<file path="config.mk">
export PLATFORM = sky130hd
export DESIGN_NAME = regfile_wb_arbiter
export DESIGN_NICKNAME = d
export VERILOG_FILES = /design/src/rtl/regfile_wb_arbiter.sv
export SDC_FILE = /design/constraint.sdc
export NUM_CORES = 1
export LEC_CHECK = 0
export CAP_MARGIN = 40
export CORE_MARGIN = 2
export CORE_UTILIZATION = 58
export CTS_CLUSTER_SIZE = 10
export DETAILED_ROUTE_END_ITERATION = 10
export PLACE_DENSITY = 0.92
export SLEW_MARGIN = 20
export SYNTH_ARGS = -nofsm -noshare
export SYNTH_HDL_FRONTEND = slang
export SYNTH_SLANG_ARGS = --single-unit
</file>
<file path="constraint.sdc">
create_clock -name clk -period 7.1 [get_ports clk]
set_input_delay 2.13 -clock clk [delete_from_list [all_inputs] [get_ports clk]]
set_output_delay 2.13 -clock clk [all_outputs]
set_load 0.05 [all_outputs]
</file>
<file path="src/rtl/regfile_wb_arbiter.sv">
// regfile_wb_arbiter: merges ALU (A) and buffered long-latency (B) writebacks onto the regfile write port
module regfile_wb_arbiter #(
    parameter int DEPTH     = 4,
    parameter int MAX_DEFER = 3,
    parameter int DATA_W    = 32
) (
    input  logic                       clk,
    input  logic                       rst_n,
    input  logic                       a_valid,
    output logic                       a_ready,
    input  logic [4:0]                 a_rd,
    input  logic [DATA_W-1:0]          a_data,
    input  logic                       b_valid,
    output logic                       b_ready,
    input  logic [4:0]                 b_rd,
    input  logic [DATA_W-1:0]          b_data,
    output logic                       wb_we,
    output logic [4:0]                 wb_addr,
    output logic [DATA_W-1:0]          wb_data,
    output logic [$clog2(DEPTH+1)-1:0] fifo_count,
    output logic [31:0]                pending
);
    localparam int AW = $clog2(DEPTH);
    localparam int CW = $clog2(DEPTH+1);
    localparam int DW = $clog2(MAX_DEFER+1);

    typedef enum logic {NORMAL, FORCE_B} state_t;

    state_t              state;
    logic [AW-1:0]       wptr, rptr;
    logic [4:0]          rd_mem   [DEPTH];
    logic [DATA_W-1:0]   data_mem [DEPTH];
    logic [DW-1:0]       defer_cnt, defer_nxt;
    logic [CW-1:0]       count_nxt;
    logic                empty, push, pop, take_a, sel, write;
    logic [4:0]          sel_rd;
    logic [DATA_W-1:0]   sel_data;

    assign empty     = fifo_count == '0;
    assign a_ready   = rst_n && state == NORMAL;
    assign b_ready   = rst_n && fifo_count < CW'(DEPTH);
    assign push      = b_valid && b_ready;
    assign take_a    = a_valid && a_ready;
    assign pop       = !empty && (state == FORCE_B || !a_valid);
    assign sel       = take_a || pop;
    assign sel_rd    = take_a ? a_rd : rd_mem[rptr];
    assign sel_data  = take_a ? a_data : data_mem[rptr];
    assign write     = sel && sel_rd != 5'd0;
    assign count_nxt = fifo_count + CW'(push) - CW'(pop);
    assign defer_nxt = take_a ? (empty ? '0 : defer_cnt + DW'(1)) : (pop ? '0 : defer_cnt);

    // FIFO storage needs no reset: validity is tracked by the pointers and count
    always_ff @(posedge clk) begin
        if (push) begin
            rd_mem[wptr]   <= b_rd;
            data_mem[wptr] <= b_data;
        end
    end

    // Pointers, arbitration FSM and the registered regfile write port
    always_ff @(posedge clk or negedge rst_n) begin
        if (!rst_n) begin
            state      <= NORMAL;
            wptr       <= '0;
            rptr       <= '0;
            fifo_count <= '0;
            defer_cnt  <= '0;
            wb_we      <= 1'b0;
            wb_addr    <= '0;
            wb_data    <= '0;
        end else begin
            if (push) wptr <= wptr + AW'(1);
            if (pop) rptr <= rptr + AW'(1);
            fifo_count <= count_nxt;
            defer_cnt  <= defer_nxt;
            state      <= (state == NORMAL && defer_nxt == DW'(MAX_DEFER) && count_nxt != '0) ? FORCE_B : NORMAL;
            wb_we      <= write;
            if (write) begin
                wb_addr <= sel_rd;
                wb_data <= sel_data;
            end
        end
    end

    // Destinations of every buffered B entry; x0 is never a hazard
    always_comb begin
        logic [AW-1:0] off;
        pending = '0;
        off     = '0;
        for (int i = 0; i < DEPTH; i++) begin
            off = AW'(i) - rptr;
            if (CW'(off) < fifo_count) pending[rd_mem[i]] = 1'b1;
        end
        pending[0] = 1'b0;
    end
endmodule

</file>
**Yosys cells after proc, flatten, opt, wreduce, memory -nomap -nowiden**

Memory sizes are Yosys's and may differ from the RTL's.
Index checks and enable logic that the tools add are counted.

- Bits in registers: 48
- Latch bits: 0
- Bits in writable memories: 148
- Bits in read-only memories: 0
- Bits of input ports: 78
- Output and inout port bits: 75
- Logic and storage cells: 76
- Memories kept: 2

Memory list:

| name | depth | bits a word | rd ports | clocked after Yosys merged registers in | write ports | line | source |
|---|---|---|---|---|---|---|---|
| data_mem | 4 | 32 | 1 | 0 | 1 | 32 | `logic [DATA_W-1:0] data_mem [DEPTH];` |
| rd_mem | 4 | 5 | 5 | 0 | 1 | 31 | `logic [4:0] rd_mem [DEPTH];` |

- $add $sub $neg: 9
- Multipliers: 0
- Divide/modulo/power cells: 0
- $lt $le $gt $ge: 13
- Equal/unequal tests: 1
- Shift operators: 0
- Muxes and demuxes: 20
- Bitwise logic cells: 4
- Reduce and logical (&&, ||, !) cells: 19

Operators with widths:

| kind | count |
|---|---|
| 32-bit 2-to-1 mux | 5 |
| 32-bit OR | 3 |
| 5-bit by 6-bit < comparator with 1-bit output, second input constant | 4 |
| 1-bit demux with 5-bit select | 4 |
| 5-bit by 1-bit greater-or-equal comparator with 1-bit output, second input constant | 4 |
| 1-bit logical AND | 12 |
| 2-bit by 3-bit < comparator with 1-bit output | 4 |
| 1-bit 2-to-1 mux | 7 |
| 2-bit by 1-bit adder with 2-bit output, second input constant | 3 |
| 2-bit 2-to-1 mux | 3 |
| 5-bit 2-to-1 mux | 1 |
| 5-bit nonzero test | 1 |
| 1-bit by 2-bit subtractor with 2-bit output, first input constant | 2 |
| 2-bit subtractor, first input constant | 2 |
| 3-bit by 1-bit adder with 3-bit output | 1 |
| 3-bit zero test | 1 |
| 3-bit < comparator, second input constant | 1 |
| 3-bit nonzero test | 1 |
| 3-bit by 1-bit subtractor with 3-bit output | 1 |
| 2-bit == test, second input constant | 1 |
| 1-bit zero test | 2 |
| 1-bit logical OR | 2 |
| 1-bit inverter | 1 |

**Depth between registers and ports, before layout**

Gate-level depths: netlist of run 1.
An unclocked memory read counts as a cell.

- Word-level depth: 12
- Gate-level depth with buffers: 12
- Gate-level depth less buffers: 11

**Worst setup path before layout of run 1**

OpenSTA, ideal clock, no wires.

- Kind: flip-flop to output port
- Start: reg rptr[1]
- End: out pending[27]
- Arrival: 3.141 ns
- Required time: 4.970 ns
- Path slack: 1.829 ns
- Stages on the path, launching flop included: 9
- Path buffers: 2
- Cells stage by stage: dfrtp_1 -> clkbuf_1 -> clkbuf_1 -> xor2_1 -> inv_1 -> ha_1 -> a21oi_1 -> o2111ai_1 -> o221ai_1

- Word-level cells in the longest chain between the ends: 9
- Elaborated cells on any way between the ends: 15
- Those cells by class: add/sub (4); order compare (4); mux (4); bitwise (3)

RTL lines:

| element | line | source |
|---|---|---|
| start: declaration | 30 | `logic [AW-1:0] wptr, rptr;` |
| start signal: assignment | 73 | `if (pop) rptr <= rptr + AW'(1);` |
| 1-bit by 2-bit subtractor with 2-bit output | 91 | `off = AW'(i) - rptr;` |
| 2-bit by 3-bit < comparator with 1-bit output | 92 | `if (CW'(off) < fifo_count) pending[rd_mem[i]] = 1'b1;` |
| 32-bit 2-to-1 mux | 92 |  |
| 32-bit OR (no source line) | -- |  |
| 32-bit 2-to-1 mux | 92 |  |
| 32-bit OR (no source line) | -- |  |
| 32-bit 2-to-1 mux | 92 |  |
| 32-bit OR (no source line) | -- |  |
| 32-bit 2-to-1 mux (*) | 92 |  |
| end: declaration | 21 | `output logic [31:0] pending` |

Every way passes the cells marked *; elsewhere a longest branch is shown, timed or not.

**Worst setup path in the final report of run 1**

- Start: reg rptr[0]
- End: out pending[22]

The elaborated chain is that of the path after synthesis.

==> results of run 1 <==
==> power groups by stage <==
stage / registers (uW) / logic, uW / clock network, uW
floorplan: 1970 / 1100 / 0
CTS: 1610 / 2150 / 921
global placement: 1610 / 2040 / 0
finish: 1620 / 2160 / 916
global route: 1630 / 2260 / 968
detailed placement: 1620 / 2120 / 0
==> metrics by stage <==
step / cell area, um2 / setup WS [ns]
global placement: 10910 / 1.622
CTS: 11570 / 1.246
global route: 11570 / 1.062
detailed placement: 11010 / 1.568
finish: 11570 / 1.283
floorplan: 9245 / 1.829
==> worst max-delay path, delay by kind of cell (launching register included) <==
kind | cells | cell delay (ns)
fa+ha+maj | 1 | 0.27
flops | 1 | 0.58
buf+inv | 2 | 0.88
compound gates | 4 | 1.28
xor+xnor | 1 | 0.23
==> layer usage <==
layer / global-route usage (%) / up-vias / wire length, um
met5: 0 / - / 0
met4: 14.61 / 0 / 1042
met3: 6.806 / 98 / 2357
met2: 56.48 / 482 / 14010
met1: 41.51 / 3410 / 9840
li1: - / 2851 / -
==> cells in the mapped netlist (5+ instances only) <==
cell and number:
edfxtp_1 148, nand2_1 81, dfrtp_1 48, nor3_1 44
mux4_2 38, clkbuf_1 26, nor2_1 26, o22ai_1 24
inv_1 21, a31oi_2 19, a221o_1 18, a31oi_4 10
ha_1 10, buf_2 8, nand3b_1 8, o211ai_1 7
o221ai_1 7, and2_1 6, mux2i_1 6, nand2b_1 6
nor2b_1 6, a211o_1 5, nand3_1 5
==> sequential cells by signal, summed over array words and instances (netlist names) <==
register / cells
state: 1
fifo_count: 3
defer_cnt: 2
wb_we: 1
rd_mem: 20
wb_addr: 5
wptr: 2
data_mem: 128
wb_data: 32
rptr: 2
==> cell type report <==
| type | count | area, um2 |
|---|---|---|
| Timing Repair Buffer | 165 | 1682 |
| Clock buffer | 18 | 429.2 |
| Multi-Input combinational cell | 395 | 3337 |
| Fill cell | 908 | 4140 |
| Inverter | 21 | 78.83 |
| Sequential cell | 196 | 5648 |
| Clock inverter | 14 | 127.6 |
| Tap cell | 216 | 270.3 |
==> cell families (layout without fill, tap and decap cells) <==
family,Yosys count,after routing
adder cells (fa/ha/maj),11,11
flip-flops,196,196
multiplexers,44,44
AO/OA/AOI/OAI,127,127
XOR/XNOR,6,6
other,1,1
AND/OR/NAND/NOR,206,206
buffers and inverters,63,218
==> worst min-delay path by stage <==
stage / end / from / cells past startpoint
2_1_floorplan: defer_cnt[1] / defer_cnt[1] / 1
3_3_place_gp: defer_cnt[1] / defer_cnt[1] / 1
3_5_place_dp: defer_cnt[1] / defer_cnt[1] / 1
4_1_cts: defer_cnt[1] / defer_cnt[1] / 1
5_1_grt: defer_cnt[1] / defer_cnt[1] / 1
6_report: wb_addr[1] / wb_addr[1] / 2
==> flow_summary.json, run 1 <==
{
  "die_x_um": 130.3,
  "synth_edf_count": 148,
  "clock_skew_ns": 0.01216,
  "synth_seq_cells": 196,
  "synth_nets": 743,
  "numCtsBuffers": 17,
  "synthAdderAreaFrac_pct": 1.570,
  "synth_warnings": 0,
  "ant_nets": 0,
  "slew_viol_final": 0,
  "crit_required_ns": 4.97,
  "cts-root-buf": "clkbuf_16",
  "cts_sinks": 196,
  "clkPwrFrac_pct": 19.5,
  "setup_viol": 0,
  "final_common_cell": "clkdlybuf4s50_1",
  "overflow": 0,
  "startpoint_type": "flop",
  "avgSynthCellArea_um2": 14.14,
  "reg2reg_to": "wb_data[5]",
  "place_congestion": 0.9716,
  "end_kind": "output port",
  "cp_max_fo": 13,
  "grt_pass1_vias": 7250,
  "tightest_slew_ns": 0.7061,
  "vias_per_cell": 6.674,
  "max-clock-path-buffers": 2,
  "fmaxAchievable_mhz": 171.9,
  "wl_per_cell_um": 26.58,
  "grt.total_usage_pct": 33.17,
  "synth_cell_type_count": 59,
  "final_core_util_pct": 73.65,
  "fin_crit_ns": 5.817,
  "dp_hpwl_um": 17580,
  "synth_top_area_share_pct": 48.07,
  "dp.cells": 992,
  "reg2reg_slack_ns": 3.56,
  "dominantRegCellSynth": "edfxtp_1",
  "status": "complete, no violations",
  "insertion_delay_ns": 0.43,
  "layout_common_cells": "clkdlybuf4s50_1, edfxtp_1, nand2_1, dfrtp_1, nor3_1",
  "synth_compound_area_share_pct": 13.10,
  "firstDrtPassIters": 5,
  "synth_simple_gate_area_share_pct": 10.72,
  "regToRegStartpoint": "rptr[1]",
  "fin_setup_tns_ns": 0,
  "rows": 46,
  "rsz0062_at_grt": "no",
  "reg2regPathDepth": 8,
  "cpMaxStageDelayCell": "clkdlybuf4s50_1",
  "power.total_uw": 4687,
  "port_buffers": 151,
  "grt_max_degree": 51,
  "dieArea_um2": 16970,
  "post_cts_buffers": 0,
  "maxSlewHeadroom_pct": 52.49,
  "grt_pass1_wl_um": 40700,
  "area_growth_pct": 25.17,
  "drc": 0,
  "hold_path.class": "reg -> reg",
  "netlist_top_cells_area": "edfxtp_1, dfrtp_1, mux4_2, nand2_1, a31oi_2",
  "stdcell_count": 1025,
  "intPower_uw": 2730,
  "wirelength_um": 27250,
  "ctsResizeCount": 0,
  "p_leak_uw": 0.004021,
  "synth_xor_area_share_pct": 0.5684,
  "power.switching_uw": 1957,
  "drive_above_1_share_pct": 15.33,
  "setup.worst_path.end": "pending[22]",
  "seq_power_share_pct": 34.5,
  "power_density_nw_per_um2": 405.0,
  "yosysSeqAreaShare_pct": 61.06,
  "p_comb_share_pct": 46.0,
  "die_h_um": 130.3,
  "synthCells": 654,
  "ios": 153,
  "crit_chain": "xor2_1 -> inv_1 -> ha_1 -> a21oi_1 -> o21ai_1 -> o32ai_1 -> a211o_1 -> clkdlybuf4s50_1",
  "crit_start": "rptr[0]",
  "syn_area_um2": 9245,
  "p_sw_share_pct": 41.75,
  "ir_worst_vdd_uv": 285.6,
  "yosys.area.top_type": "edfxtp_1",
  "core_um2": 15710,
  "synthMuxAreaShare_pct": 9.907,
  "initial_core_util_pct": 58.84,
  "cpPeakStageDelay_ns": 0.81,
  "num_antenna_cells": 0,
  "cts.clk_slew.worst_paths_ns": 0.07,
  "synth_top_family_by_area": "compound AO/OA/AOI/OAI gates",
  "hold_violations": 0,
  "hold_slack_ns": 0.5534,
  "worstSetupPathType": "reg -> out",
  "crit_arrival_ns": 3.69,
  "synthArstFlopShare_pct": 24.49,
  "antenna_found_initial": 0,
  "drt_iter0_markers": 854,
  "vias": 6841,
  "maxCapViolCount": 0,
  "final_nets": 885,
  "cts_tree": "done",
  "post-route-period-util_pct": 81.93,
  "h-tree-depth": 4,
  "cts_hold_buf": 0
}
Power figures use the tool's default switching activity.
==> run 2: changes to the inputs <==
--- a/config.mk
+++ b/config.mk
@@ -7,10 +7,10 @@
 export LEC_CHECK = 0
 export CAP_MARGIN = 40
 export CORE_MARGIN = 2
-export CORE_UTILIZATION = 58
+export CORE_UTILIZATION = 48
 export CTS_CLUSTER_SIZE = 10
 export DETAILED_ROUTE_END_ITERATION = 10
-export PLACE_DENSITY = 0.92
+export PLACE_DENSITY = 0.82
 export SLEW_MARGIN = 20
 export SYNTH_ARGS = -nofsm -noshare
 export SYNTH_HDL_FRONTEND = slang
==> constraint.sdc (replaced) <==
create_clock -name clk -period 4.8 [get_ports clk]
set_input_delay 1.44 -clock clk [delete_from_list [all_inputs] [get_ports clk]]
set_output_delay 1.44 -clock clk [all_outputs]
set_load 0.05 [all_outputs]
==> flow_summary.json, run 2 (synthesis results as in run 1) <==
{
  "vias": 6411,
  "h-tree-depth": 4,
  "regToRegStartpoint": "fifo_count[2]",
  "status": "complete, no violations",
  "cts_sinks": 196,
  "wl_per_cell_um": 22.05,
  "multi_input_area_um2": 3337,
  "overflow": 0,
  "hold_violations": 0,
  "place_ws_ns": 0.7696,
  "rows": 50,
  "reg2reg_slack_ns": 1.78,
  "ios": 153,
  "area_growth_pct": 25.38,
  "die_x_um": 142.8,
  "startpoint_type": "flop",
  "crit_required_ns": 3.36,
  "tightest_slew_ns": 0.7417,
  "power.total_uw": 6849,
  "cts_tree": "done",
  "slew_viol_final": 0,
  "power_density_nw_per_um2": 590.9,
  "hold_path.class": "reg -> reg",
  "die_h_um": 142.8,
  "final_nets": 887,
  "grt_pass1_wl_um": 36670,
  "cts-root-buf": "clkbuf_16",
  "post-route-period-util_pct": 92.00,
  "cts.clk_slew.worst_paths_ns": 0.07,
  "fmaxAchievable_mhz": 226.5,
  "dieArea_um2": 20390,
  "top_register": "data_mem",
  "drive_above_1_share_pct": 19.73,
  "fin_setup_tns_ns": 0,
  "register_area_um2": 5648,
  "holdPathStages": 1,
  "firstDrtPassIters": 5,
  "place_congestion": 0.9675,
  "placed_cell_area_um2": 11020,
  "ant_nets": 0,
  "grt_pass1_vias": 6564,
  "p_leak_uw": 0.004099,
  "insertion_delay_ns": 0.44,
  "ctsResizeCount": 0,
  "vias_per_cell": 5.986,
  "fin_crit_ns": 4.416,
  "ir_worst_vdd_uv": 401.1,
  "max-clock-path-buffers": 2,
  "rsz0062_at_grt": "no",
  "largest_register_ffs": 128,
  "min_to": "wb_addr[4]",
  "numCtsBuffers": 17,
  "maxCapViolCount": 0,
  "fillerInstances": 1401,
  "drt_iter0_markers": 574,
  "layout_setup_ws_ns": 0.3840,
  "core_um2": 18830,
  "layout_common_cells": "edfxtp_1, clkdlybuf4s50_1, nand2_1, dfrtp_1, nor3_1",
  "dp_hpwl_um": 15820,
  "fin_area_um2": 11590,
  "crit_arrival_ns": 2.98,
  "worstSetupPathType": "reg -> out",
  "clock_skew_ns": 0.01259,
  "maxSlewHeadroom_pct": 50.45,
  "end_kind": "output port",
  "cts_hold_buf": 0,
  "grt.total_usage_pct": 24.00,
  "grt_max_degree": 35,
  "antenna_found_initial": 0,
  "port_buffers": 151,
  "initial_core_util_pct": 49.10,
  "cp_max_fo": 11,
  "wirelength_um": 23610,
  "reg2reg_to": "state",
  "post_cts_buffers": 0,
  "reg_top3": "data_mem: 128 flops, wb_data: 32 flops, rd_mem: 20 flops",
  "drc": 0,
  "final_core_util_pct": 61.55,
  "setup_viol": 0,
  "final_common_cell": "edfxtp_1",
  "min_from": "wb_addr[4]",
  "reg2regPathDepth": 12,
  "num_antenna_cells": 0
}
[run 2: cell count changes in the layout (fill, tap and decap cells not counted), sizes merged]
cell	previous run	this run
buf	15	50
inv	26	28
clkdlybuf4s50	150	117
clkbuf	18	19
clkinv	6	3
[run 2: cell type report]
class	count	area share, %
Multi-Input combinational cell	395	28.79
Inverter	21	0.6801
Timing Repair Buffer	167	14.08
Clock buffer	19	3.735
Tap cell	260	2.807
Sequential cell	196	48.73
Clock inverter	13	1.187
[run 2: how the worst max path moves through the flow]
| stage | from | to | slack, ns | cells past startpoint |
|---|---|---|---|---|
| 6_report | rptr[0] | pending[25] | 0.38 | 8 |
| 5_1_grt | rptr[0] | pending[16] | 0.20 | 8 |
| 4_1_cts | rptr[0] | pending[6] | 0.42 | 8 |
| 3_5_place_dp | a_valid | wb_data[31] | 0.77 | 7 |
| 3_3_place_gp | rst_n | state | 0.84 | 13 |
| 2_1_floorplan | rptr[1] | pending[27] | 0.22 | 8 |
[run 2: power breakdown]
part	internal, uW	switching [uW]
Combinational	1180	1920
Clock	734	649
Sequential	2130	241
[run 2: per-layer routing]
layer | track usage (%) | vias to the layer above | wire length, um
li1 | - | 2856 | -
met1 | 31.83 | 3216 | 9783
met2 | 39.55 | 304 | 11600
met3 | 5.801 | 35 | 1810
met5 | 0 | - | 0
met4 | 7.400 | 0 | 412
[run 2: stage by stage]
stage | std cells | hold slack [ns]
floorplan | 654 | 0.4430
global placement | 1035 | 0.4868
detailed placement | 1039 | 0.4747
CTS | 1071 | 0.4930
global route | 1071 | 0.5223
finish | 1071 | 0.5025
[run 2: critical path, stage by stage, from the launching register on]
cell	delay [ns]
dfrtp_2	0.51
xor2_1	0.24
inv_1	0.06
ha_1	0.27
a21oi_1	0.48
o211ai_1	0.38
o22ai_1	0.28
a211o_1	0.13
buf_4	0.19
